===== src/rtl/usr_seq_pkg.sv =====
// Shared types and constants for the universal-shift-register serial sequencer.
// Holds the FSM state encoding, the usr control opcodes and a counter-width helper.
package usr_seq_pkg;

    typedef enum logic [1:0] {
        IDLE = 2'd0,
        TX   = 2'd1,
        RX   = 2'd2
    } state_e;

    localparam logic [1:0] ST_IDLE = 2'd0;
    localparam logic [1:0] ST_TX   = 2'd1;
    localparam logic [1:0] ST_RX   = 2'd2;

    localparam logic [1:0] USR_HOLD = 2'b00;
    localparam logic [1:0] USR_SHL  = 2'b01;
    localparam logic [1:0] USR_SHR  = 2'b10;
    localparam logic [1:0] USR_LOAD = 2'b11;

    // A counter that only ever holds 0 still needs one bit.
    function automatic int cnt_w(input int v);
        return (v > 1) ? $clog2(v) : 1;
    endfunction

endpackage


===== src/rtl/usr.sv =====
// N-bit universal shift register: hold, shift-left, shift-right or parallel load.
// The serial fill bit comes from d[0] on a left shift and from d[N-1] on a right shift.
module usr
    import usr_seq_pkg::*;
#(
    parameter int N = 8
) (
    input  logic         clk,
    input  logic         rst,
    input  logic [1:0]   ctrl,
    input  logic [N-1:0] d,
    output logic [N-1:0] q
);

    always_ff @(posedge clk or posedge rst) begin
        if (rst) begin
            q <= '0;
        end else begin
            case (ctrl)
                USR_SHL:  q <= {q[N-2:0], d[0]};
                USR_SHR:  q <= {d[N-1], q[N-1:1]};
                USR_LOAD: q <= d;
                default:  q <= q;
            endcase
        end
    end

endmodule


===== src/rtl/usr_serial_sequencer.sv =====
// Half-duplex serialiser/deserialiser built around one universal shift register.
// One job (TX or RX) is accepted per start/ready handshake; done pulses when it completes.
module usr_serial_sequencer
    import usr_seq_pkg::*;
#(
    parameter int N         = 8,
    parameter int BIT_DIV   = 1,
    parameter int LSB_FIRST = 1
) (
    input  logic         clk,
    input  logic         rst,
    input  logic         start,
    input  logic         mode,
    input  logic [N-1:0] tx_word,
    input  logic         abort,
    input  logic         rx_bit,
    output logic         ready,
    output logic         tx_bit,
    output logic [N-1:0] rx_word,
    output logic         done,
    output logic         rx_valid,
    output logic [1:0]   state_dbg
);

    localparam int DW = cnt_w(BIT_DIV);
    localparam int BW = $clog2(N);
    localparam logic [DW-1:0] DIV_LAST = DW'(BIT_DIV - 1);
    localparam logic [BW-1:0] BIT_LAST = BW'(N - 1);
    localparam bit LSB = (LSB_FIRST != 0);

    logic [1:0]    state, state_nx;
    logic [DW-1:0] div;
    logic [BW-1:0] bit_cnt;
    logic [1:0]    ctrl;
    logic [N-1:0]  usr_d, q, rx_shifted;
    logic          busy, accept, shift, last, in_bit;

    // Handshake: a job is taken in any cycle where start && ready && !abort;
    // ready is high exactly while idle, including the cycle done pulses.
    assign busy   = (state != ST_IDLE);
    assign accept = ready && start && !abort;
    assign shift  = busy && !abort && (div == DIV_LAST);
    assign last   = shift && (bit_cnt == BIT_LAST);
    assign in_bit = (state == ST_RX) ? rx_bit : 1'b0;

    assign rx_shifted = LSB ? {in_bit, q[N-1:1]} : {q[N-2:0], in_bit};

    assign ready     = (state == ST_IDLE);
    assign tx_bit    = (state == ST_TX) ? (LSB ? q[0] : q[N-1]) : 1'b1;
    assign state_dbg = state;

    always_comb begin
        ctrl     = USR_HOLD;
        usr_d    = '0;
        state_nx = state;
        if (accept) begin
            ctrl     = USR_LOAD;
            usr_d    = mode ? '0 : tx_word;
            state_nx = mode ? ST_RX : ST_TX;
        end else if (busy && abort) begin
            state_nx = ST_IDLE;
        end else if (shift) begin
            ctrl  = LSB ? USR_SHR : USR_SHL;
            usr_d = LSB ? {in_bit, {(N-1){1'b0}}} : {{(N-1){1'b0}}, in_bit};
            if (last) begin
                state_nx = ST_IDLE;
            end
        end
    end

    usr #(.N(N)) u_usr (
        .clk  (clk),
        .rst  (rst),
        .ctrl (ctrl),
        .d    (usr_d),
        .q    (q)
    );

    always_ff @(posedge clk or posedge rst) begin
        if (rst) begin
            state    <= ST_IDLE;
            div      <= '0;
            bit_cnt  <= '0;
            rx_word  <= '0;
            done     <= 1'b0;
            rx_valid <= 1'b0;
        end else begin
            state    <= state_nx;
            done     <= last;
            rx_valid <= last && (state == ST_RX);
            if (last && (state == ST_RX)) begin
                rx_word <= rx_shifted;
            end
            if (!busy || abort) begin
                div     <= '0;
                bit_cnt <= '0;
            end else if (div == DIV_LAST) begin
                div     <= '0;
                bit_cnt <= (bit_cnt == BIT_LAST) ? '0 : bit_cnt + BW'(1);
            end else begin
                div <= div + DW'(1);
            end
        end
    end

endmodule


===== config.mk =====
export PLATFORM = sky130hd
export DESIGN_NAME = usr_serial_sequencer
export DESIGN_NICKNAME = d
export VERILOG_FILES = /design/src/rtl/usr_seq_pkg.sv /design/src/rtl/usr.sv /design/src/rtl/usr_serial_sequencer.sv
export SDC_FILE = /design/constraint.sdc
export NUM_CORES = 1
export LEC_CHECK = 0
export BUFFER_PORTS_ARGS = -buffer_cell sky130_fd_sc_hd__buf_4
export CAP_MARGIN = 5
export CORE_UTILIZATION = 53
export DETAILED_ROUTE_END_ITERATION = 10
export PLACE_DENSITY = 0.81
export SLEW_MARGIN = 20
export SYNTH_ARGS = -nofsm -noshare
export SYNTH_HDL_FRONTEND = slang
export SYNTH_SLANG_ARGS = --single-unit
export TNS_END_PERCENT = 5

===== constraint.sdc =====
create_clock -name clk -period 5.12 [get_ports clk]
set_input_delay 0.256 -clock clk [delete_from_list [all_inputs] [get_ports clk]]
set_output_delay 0.256 -clock clk [all_outputs]
set_load 0.01 [all_outputs]

-- Word level (Yosys, flattened, before mapping)
Cells that the tools add are included.
- reductions and logical operators: 16
- $add $sub $neg: 2
- mux-type cells: 20
- bitwise operators: 1
- equality and inequality tests: 7
- operators with widths (kind ; number):
    $mux 8 ; 4
    $pmux 8 s3 ; 1
    $mux 2 ; 8
    $mux 3 ; 3
    $reduce_bool 3->1 ; 3
    $logic_and 1x1->1 ; 7
    $eq 2x2->1 const B ; 3
    $eq 2x1->1 const B ; 2
    $mux 1 ; 4
    $add 3x1->3 const B ; 1
    $eq 3x3->1 const B ; 1
    $logic_not 1->1 ; 2
    $logic_not 2->1 ; 1
    $ne 2x1->1 const B ; 1
    $reduce_and 2->1 ; 1
    $reduce_bool 2->1 ; 1
    $add 1x1->1 const B ; 1
    $logic_or 1x1->1 ; 1
    $not 1->1 ; 1
- bits of input ports: 14
- bits in registers: 24

-- Depth between registers and ports, before layout
Gate-level depths: netlist of run 1.
- depth in word-level cells: 8
- depth in mapped cells: 5

-- Cells and area by module
Synthesis of run 1 repeated with hierarchy kept, for this count alone.
- cells, all modules: 80
- area, all modules: 1146.1 um^2
- modules (own cells, without submodules) (module ; sequential area each (um^2) ; times used ; cells an instance ; area an instance (um^2)):
    usr_serial_sequencer ; 375.4 ; 1 ; 57 ; 747.0
    usr ; 200.2 ; 1 ; 23 ; 399.1

-- Worst setup path before layout of run 1
No wires, ideal clock.
- path type: flip-flop to flip-flop
- start: reg bit_cnt[0]
- end: reg rx_word[7]
- setup slack: 3.483 ns
- setup time: 0.125 ns
- arrival time: 1.512 ns
- period minus slack after synthesis: 1.637 ns
- path buffers: 0
- stages on the path, launching flop included: 6
- cell sequence: dfrtp_1 -> ha_1 -> ha_1 -> inv_1 -> nor4b_4 -> mux2_2
- longest elaborated chain between the ends: 3
- ends and longest elaborated chain (what ; RTL line ; text):
    start, declared ; usr_serial_sequencer.sv:33 ; logic [BW-1:0] bit_cnt;
    start signal, assigned ; usr_serial_sequencer.sv:99 ; bit_cnt <= (bit_cnt == BIT_LAST) ? '0 : bit_cnt + BW'(1);
    $eq 3x3->1 ; usr_serial_sequencer.sv:43 ; assign last = shift && (bit_cnt == BIT_LAST);
    $logic_and 1x1->1 ; usr_serial_sequencer.sv:43 ;
    $logic_and 1x1->1 ; usr_serial_sequencer.sv:91 ; if (last && (state == ST_RX)) begin
    end signal, assigned ; usr_serial_sequencer.sv:92 ; rx_word <= rx_shifted;
    end, declared ; usr_serial_sequencer.sv:19 ; output logic [N-1:0] rx_word,
Every way passes these cells.
A chain may end at the register's enable or synchronous reset.

-- Worst setup path after layout of run 1
- start: reg bit_cnt[0]
- end: reg rx_word[1]
The elaborated chain is that of the path after synthesis.

==> metrics.yaml, run 1 <==
cts_setup_buffers: 0
drt_drc_violations_left: 0
clk-insertion-delay-late_ps: 300
layoutNonFillerInstCount: 133
critical_path.max_fanout: 9
postRouteWirelength_um: 1930
fp-row-count: 15
timing.hold.ws_ps: 109
detailedRoute.firstIterationViolations: 5
numCtsBuffers: 3
leakage_nw: 0.639
criticalPathCategory: "reg2reg"
vias: 753
synth_nets: 97
rr_endpoint: "rx_word[1]"
antenna_found_initial: 0
die_w_um: 45.4
synthesis.yosys.warnings: 0
timing.clock.skew_ps: 3.73
detailedPlacementHpwl_um: 1370
finalCritPeriodShare: 0.358
detailed_place.area_um2: 1210
groute.usage.overall: 0.214
number_of_global_route_vias_before_repair: 696
dp_cells: 129
cts-root-to-sink-buffers: 2
element_type_at_the_critical_path_start: "register"
rr_startpoint: "bit_cnt[0]"
finalWorstPathRequiredPeriod_ps: 1830
share_of_the_yosys_chip_area_belonging_to_registers: 0.578
timing.critical_path.to_type: "register"
clkTransAtPathRegs_ps: 120
finalInstanceArea_um2: 1230
grt_setup_unrepaired: "no"
wirelength_per_cell_um: 14.5
drt-pass1-iter-count: 4
clock_tree.htree_level_count: 1
crit_required_ps: 5320
globalRoute.totalOverflow: 0
post_synth_num_cell_types: 23
design_power_total_w: 0.000337
achievable-frequency_ghz: 0.546
hold_path_class: "in2async"
gpl.final_weighted_congestion: 0.740
vdd.ir_drop.worst_uv: 176
number_of_slew_limit_violations_in_the_final_report: 0
tritoncts_clock_tree: "built"
synth.ff_latch_count: 23
vias_cell: 5.66
core_region_area_um2: 1750
worst_slew_pin_slew_ps: 845
power.density_nw_per_um2: 273
max_cap_violations: 0
worst-r2r-setup-slack_ps: 3290
post_route_cells_drive_above_1_share: 0.398
cts_resized: 0
cts.root.buffer_cell: "clkbuf_4"
finalSetupViolations: 0
die_area_um2: 2060
number_of_clock_sinks_seen_by_cts: 23
floorplan.initialDensity: 0.571
place.port_buffers: 27
synthesized_area_per_cell_um2: 12.3
run_status: "completed"
arrival_ps: 2040
final_antenna_net_count: 0
setup_tns_ps: 0
antenna_cells_inserted: 0
cts_hold_repair.buffers: 0
global_route_wire_length_before_repair_um: 3080
syn_area_um2: 996
area_delta_synth_final_pct: 23.9
finalHoldViolCount: 0
r2r.worst_path.cells: 5
die_y_um: 45.4
maximum_number_of_pins_on_one_net_before_global_route_repair: 24
nets: 125
slew-limit-headroom: 0.432
io-pin-count: 28
syn-instance-count: 81
==> kinds of logic after synthesis <==
family | after synthesis | share of synthesized area
flops | 23 | 0.578
simple gates | 22 | 0.133
buf+inv | 7 | 0.0352
mux | 8 | 0.0905
compound gates | 19 | 0.138
fa+ha+maj | 2 | 0.0251
==> power by group <==
group	switching [W]	internal [W]
Clock	0.0000530	0.0000291
Combinational	0.0000251	0.0000215
Sequential	0.0000121	0.000196
==> routing by layer <==
| metal | GRT usage | vias to the layer above | share of wire |
|---|---|---|---|
| met5 | 0 | - | 0 |
| met4 | 0.115 | 0 | 0.023 |
| met3 | 0.0280 | 6 | 0.050 |
| met2 | 0.333 | 29 | 0.47 |
| met1 | 0.291 | 372 | 0.46 |
| li1 | - | 346 | - |
==> stage by stage <==
| stage | setup slack (ps) | util |
|---|---|---|
| 5_1_grt | 3190 | 0.707 |
| 6_report | 3290 | 0.707 |
| 4_1_cts | 3260 | 0.707 |
| 3_3_place_gp | 3330 | 0.691 |
| 3_5_place_dp | 3310 | 0.691 |
| 2_1_floorplan | 3480 | - |
==> cells in the mapped netlist <==
cell	n	area [um2]
nand2b_1	1	6.26
nor3_1	2	10.0
and2_1	1	6.26
buf_6	1	11.3
nor4_1	1	6.26
nor2_1	5	18.8
o21ai_0	7	35.0
nor4b_2	1	15.0
mux2_2	8	90.1
o32a_1	1	10.0
nand2_1	8	30.0
and3_1	1	6.26
clkbuf_1	2	7.51
a21boi_0	1	7.51
dfrtp_1	23	576
and3b_2	1	10.0
a32oi_1	8	70.1
o21ba_2	1	10.0
a21oi_1	1	5.00
inv_1	3	11.3
buf_2	1	5.00
ha_1	2	25.0
nor4b_4	1	23.8
==> registers in the layout, summed over array words and instances, names as in the netlist <==
signal / flops
done: 1
rx_valid: 1
state_dbg: 2
bit_cnt: 3
rx_word: 8
u_usr.q: 8
==> how the worst max path moves through the flow <==
stage	cells past startpoint	slack, ps	end	from
after detailed placement	5	3310	rx_word[0]	bit_cnt[0]
after floorplan	5	3480	rx_word[7]	bit_cnt[0]
after CTS	5	3260	rx_word[1]	bit_cnt[0]
after global routing	5	3190	rx_word[1]	bit_cnt[0]
final	5	3290	rx_word[1]	bit_cnt[0]
after global placement	5	3330	rx_word[6]	bit_cnt[0]
==> critical path: stages, from the launching register on <==
cell	delay [ps]
dfrtp_1	370
ha_1	150
ha_1	160
inv_1	100
nor4b_4	550
mux2_2	410
==> placed cells by master, fill, tap and decap left out, types with 2 or more instances in the layout <==
cell type and instances:
nor3_1 2, o21ai_0 7, a32oi_1 8, dfrtp_1 23, inv_1 3, nand2_1 8
mux2_2 8, clkbuf_4 3, ha_1 2, buf_4 27, nor2_1 5
==> area by class of cell <==
class	count	area, um2
clock buffers	3	22.5
clock inverters	1	5.00
fillers	143	512
inverters	3	11.3
multi-input cells	51	385
flip-flops and latches	23	576
well taps	25	31.3
repair buffers	27	203
No activity file was read; power rests on OpenSTA's default activity.
==> run 2: changes to the inputs <==
- CORE_UTILIZATION: 53 -> 49
- PLACE_DENSITY: 0.81 -> 0.76
- clock period: 5.12 -> 1.7 ns (I/O delays scaled with it)
==> run 2 against run 1 <==
  * The run now ends with negative setup slack left
  * Sequential power increased to 3.0 times the previous value
  * Core utilization is 7.1 points higher
  * Combinational power rose to 3.6 times the previous value
  * Flip-flop and latch count did not move
  * Design area rose by 15%
  * Critical path depth up 2
  * Total power grew to 3.1 times the previous value
  * Sequential share of layout area shrank 6.0 points
  * Worst hold slack worse by 95 ps
  * Clock power grew to 3.1 times the previous value
  * Critical endpoint is now rx_word[0]
==> metrics.yaml, run 2 (synthesis results as in run 1) <==
run_status: "finished, violations left"
failed_checks: "negative setup slack"
crit_required_ps: 1900
maximum_number_of_pins_on_one_net_before_global_route_repair: 24
cpMaxStageDelayCell: "dfrtp_1"
vias_cell: 5.44
setup_tns_ps: -22.9
cell_repeated_most_along_the_worst_path: "ha_4"
antenna_cells_inserted: 0
clk-insertion-delay-late_ps: 310
grt_use_met1: 0.333
cts-root-to-sink-buffers: 2
finalWorstPathRequiredPeriod_ps: 1710
preCtsSetupSlack_ps: 47.6
clkTransAtPathRegs_ps: 130
slew-limit-headroom: 0.795
power.density_nw_per_um2: 742
numCtsBuffers: 3
final_antenna_net_count: 0
max_cap_violations: 0
number_of_clock_sinks_seen_by_cts: 23
gpl.final_weighted_congestion: 0.718
nets: 137
grt_setup_unrepaired: "yes"
core_region_area_um2: 1820
tritoncts_clock_tree: "built"
arrival_ps: 1920
gr-usage-met3: 0.0231
leakage_nw: 0.707
fp-row-count: 15
cts.root.buffer_cell: "clkbuf_4"
mostFrequentLayoutCell: "buf_4"
groute.layer.met2.usage: 0.353
worst_slew_pin_slew_ps: 307
grt_busiest_layer: "met2"
io-pin-count: 28
number_of_global_route_vias_before_repair: 741
globalRoute.totalOverflow: 0
peak_per_stage_delay_on_the_critical_path_ps: 410
final_core_utilization: 0.777
postRouteWirelength_um: 2370
finalSetupViolations: 4
most_frequent_cells_in_the_layout: "buf_4 (35), dfrtp_1 (23), mux2_4 (8), a32oi_1 (8), nand2_1 (8)"
drt_drc_violations_left: 0
finalCritPeriodShare: 1.01
die_w_um: 47.1
detailedRoute.firstIterationViolations: 15
element_type_at_the_critical_path_start: "register"
setup_ws_ps: -12.4
hold_path_class: "in2reg"
finalHoldViolCount: 0
timing.hold.ws_ps: 13.7
timing.clock.skew_ps: 9.90
timing.critical_path.to_type: "register"
floorplan.initialDensity: 0.547
antenna_found_initial: 0
wirelength_per_cell_um: 16.3
fill_cell_count: 118
reg_top3: "rx_word (8), u_usr.q (8), bit_cnt (3)"
achievable-frequency_ghz: 0.584
die_area_um2: 2220
critical_path.cell_chain: "ha_4 -> ha_4 -> inv_4 -> nor4b_4 -> buf_4 -> clkbuf_16 -> mux2_4"
dp_cells: 136
global_route_wire_length_before_repair_um: 3460
die_y_um: 47.1
drt-pass1-iter-count: 4
place.port_buffers: 27
post_route_cells_drive_above_1_share: 0.458
groute.usage.overall: 0.231
critical_path.max_fanout: 4
area_delta_synth_final_pct: 42.1
vias: 789
number_of_slew_limit_violations_in_the_final_report: 0
detailedPlacementHpwl_um: 1410
vdd.ir_drop.worst_uv: 582
layoutNonFillerInstCount: 145
criticalPathCategory: "reg2reg"
clock_tree.htree_level_count: 1
-- run 2: worst paths after layout --
path,from,depth (start not counted),slack [ps],to
worst min-delay path,tx_word[4],3,10,u_usr.q[4]
worst max register to register,bit_cnt[1],7,-10,rx_word[0]
max in group asynchronous,rst,4,1090,u_usr.q[1]
worst min register to register,u_usr.q[0],2,520,u_usr.q[0]
min in group asynchronous,rst,4,360,rx_valid
worst max-delay path,bit_cnt[1],7,-10,rx_word[0]
-- run 2: timing repair --
| item | 4_1_cts | 5_1_grt |
|---|---|---|
| setup endpoints to repair | 0 | 8 |
| hold endpoints to repair | 24 | 0 |
| hold buffers | 2 | 0 |
| gates resized for setup | 0 | 14 |
| buffers inserted | 0 | 2 |
-- run 2: power by group --
group	total [W]	leakage, nW	switching, W	internal (W)
clock	0.000255	0.0150	0.000164	0.0000916
combinational	0.000169	0.380	0.0000850	0.0000840
sequential	0.000626	0.311	0.0000364	0.000590
-- run 2: final cells by class --
type / count / area (um2) / share of cell area
inverters: 3 / 13.8 / 0.00973
repair buffers: 39 / 328 / 0.232
clock buffers: 4 / 26.3 / 0.0186
flip-flops and latches: 23 / 576 / 0.407
multi-input cells: 51 / 440 / 0.311
well taps: 25 / 31.3 / 0.0221
-- run 2: stage by stage --
stage,cell area (um2),total power [W]
floorplan,996,0.000714
global placement,1270,0.000788
detailed placement,1270,0.000792
CTS,1320,0.00105
global route,1420,0.00110
finish,1420,0.00105
-- run 2: critical path: cells and delay by family, from the launching register on --
kind / cells / cell delay, ps
DFF: 1 / 410
buffers and inverters: 3 / 350
adders and majority gates: 2 / 310
muxes: 1 / 290
and+or+nand+nor: 1 / 250
-- run 2: metal layers --
metal / vias to the layer above / share of wire
met5: - / 0
met1: 396 / 0.47
met4: 0 / 0.0051
li1: 373 / -
met3: 2 / 0.031
met2: 18 / 0.49
==> run 3: changes to the inputs <==
- CORE_UTILIZATION: 49 -> 31
- PLACE_DENSITY: 0.76 -> unset
==> run 3 against run 2 <==
  * The run now ends clean
  * Wire length down 6.2%
  * Die area up 55%
  * Non-clock buffer count down 2
  * Clock skew about the same
  * Cell count up 12%
  * Critical path type unchanged
  * Critical endpoint is now rx_word[7]
  * Largest cell class unchanged
  * Global-route usage down 9.0 points
  * Setup slack better by 110 ps
==> metrics.yaml, run 3 (synthesis results as in run 1) <==
finalHoldViolCount: 0
hold_path.startpoint: "tx_word[3]"
area_delta_synth_final_pct: 34.0
most_frequent_cells_in_the_layout: "buf_4 (36), dfrtp_1 (23), mux2_2 (8), a32oi_1 (8), nand2_1 (8)"
seq_power_share: 0.604
die_area_um2: 3440
max_cap_violations: 0
vdd.ir_drop.worst_uv: 292
antenna_cells_inserted: 0
cts_resized: 0
cts.root.buffer_cell: "clkbuf_4"
antenna_found_initial: 0
hold_path_class: "in2reg"
numCtsBuffers: 3
critical_path.cell_chain: "ha_1 -> ha_1 -> inv_1 -> nor4b_4 -> buf_4 -> mux2_2"
element_type_at_the_critical_path_start: "register"
core_region_area_um2: 3050
arrival_ps: 1800
postRouteWirelength_um: 2220
clkTransAtPathRegs_ps: 130
multiInputGateArea_um2: 385
number_of_global_route_vias_before_repair: 723
globalRoute.totalOverflow: 0
finalCritPeriodShare: 0.942
fill_cell_count: 324
drt-pass1-iter-count: 4
peak_per_stage_delay_on_the_critical_path_ps: 380
cpMaxStageDelayCell: "dfrtp_1"
power_switching_share: 0.266
leakage_nw: 0.689
timing.critical_path.to_type: "register"
cell_internal_pwr_w: 0.000758
maximum_number_of_pins_on_one_net_before_global_route_repair: 24
timing.clock.skew_ps: 10.3
critical_path.max_fanout: 5
setup_tns_ps: 0
post_route_cells_drive_above_1_share: 0.441
nets: 135
final_antenna_net_count: 0
criticalPathCategory: "reg2reg"
cts_setup_buffers: 0
tritoncts_clock_tree: "built"
clock_tree.htree_level_count: 1
clk-insertion-delay-late_ps: 300
gpl.final_weighted_congestion: 0.772
groute.usage.overall: 0.141
layoutNonFillerInstCount: 162
fp-row-count: 20
slew-limit-headroom: 0.794
cell_repeated_most_along_the_worst_path: "ha_1"
power.density_nw_per_um2: 773
worst_slew_pin_slew_ps: 307
floorplan.initialDensity: 0.326
number_of_slew_limit_violations_in_the_final_report: 0
achievable-frequency_ghz: 0.624
dp_cells: 157
drt_drc_violations_left: 0
io-pin-count: 28
finalSetupViolations: 0
sequential_cell_area_um2: 576
cts-root-to-sink-buffers: 2
vias_cell: 4.75
reg_top3: "rx_word (8), u_usr.q (8), bit_cnt (3)"
place.port_buffers: 27
detailedRoute.firstIterationViolations: 25
finalWorstPathRequiredPeriod_ps: 1600
mostFrequentLayoutCell: "buf_4"
run_status: "completed"
net-switching-power_w: 0.000274
power.combinational.fraction: 0.160
wirelength_per_cell_um: 13.7
crit_required_ps: 1890
global_route_wire_length_before_repair_um: 3430
die_w_um: 58.7
p_clk_frac: 0.236
detailedPlacementHpwl_um: 1610
grt_setup_unrepaired: "yes"
rr_startpoint: "bit_cnt[0]"
setup.worst_path.start: "bit_cnt[0]"
number_of_clock_sinks_seen_by_cts: 23
die_y_um: 58.7
vias: 769
-- run 3: cell count changes in the layout (fill, tap and decap cells not counted), sizes merged --
cell | before | now
dlygate4sd3 | 2 | 1
clkinv | 0 | 1
clkbuf | 5 | 3
-- run 3: critical path: cells and delay by family (launching register included) --
| kind | cells | cell delay (ps) |
|---|---|---|
| adder cells (fa/ha/maj) | 2 | 300 |
| buffers and inverters | 2 | 260 |
| flip-flops | 1 | 380 |
| multiplexers | 1 | 330 |
| AND/OR/NAND/NOR | 1 | 220 |
-- run 3: power by group through the flow --
| stage | sequential [W] | clock [W] | combinational, W |
|---|---|---|---|
| after floorplan | 0.000622 | 0 | 0.0000917 |
| after global placement | 0.000631 | 0 | 0.000164 |
| after detailed placement | 0.000635 | 0 | 0.000165 |
| after CTS | 0.000624 | 0.000253 | 0.000167 |
| after global routing | 0.000630 | 0.000277 | 0.000182 |
| final | 0.000624 | 0.000243 | 0.000166 |
-- run 3: worst paths after layout --
path | cells past startpoint | slack, ps | end
max | 6 | 100 | rx_word[7]
min | 3 | 20 | u_usr.q[3]
max reg2reg | 6 | 100 | rx_word[7]
min reg2reg | 1 | 460 | bit_cnt[0]
max in group asynchronous | 4 | 1120 | bit_cnt[1]
min in group asynchronous | 4 | 350 | rx_word[4]
-- run 3: cell type report --
class                      count  share of cell area
tap                           44              0.0412
multi-input combinational     51               0.289
inverter                       3             0.00843
clock inverter                 1             0.00375
clock buffer                   3              0.0169
sequential                    23               0.431
timing repair buffer          37               0.210
-- run 3: repair_timing --
| item | in CTS | in global routing |
|---|---|---|
| endpoints found under the setup margin | 0 | 5 |
| hold endpoints to repair | 23 | 0 |
| hold buffers | 1 | 0 |
-- run 3: metal layers --
metal,global-route usage,share of wire
met1,0.187,0.45
met2,0.225,0.49
met3,0.0132,0.043
met4,0.0816,0.012
met5,0,0
-- run 3: stage by stage --
step           hold slack (ps)  setup WS (ps)  power [W]  utilization  instance area (um2)
2_1_floorplan             86.9           63.3   0.000714            -                  996
3_3_place_gp               150            132   0.000795        0.425                 1300
3_5_place_dp               146            101   0.000799        0.425                 1300
4_1_cts                   7.36           85.9    0.00104        0.437                 1340
5_1_grt                   11.4          -27.7    0.00109        0.437                 1340
6_report                  22.4           98.5    0.00103        0.437                 1340
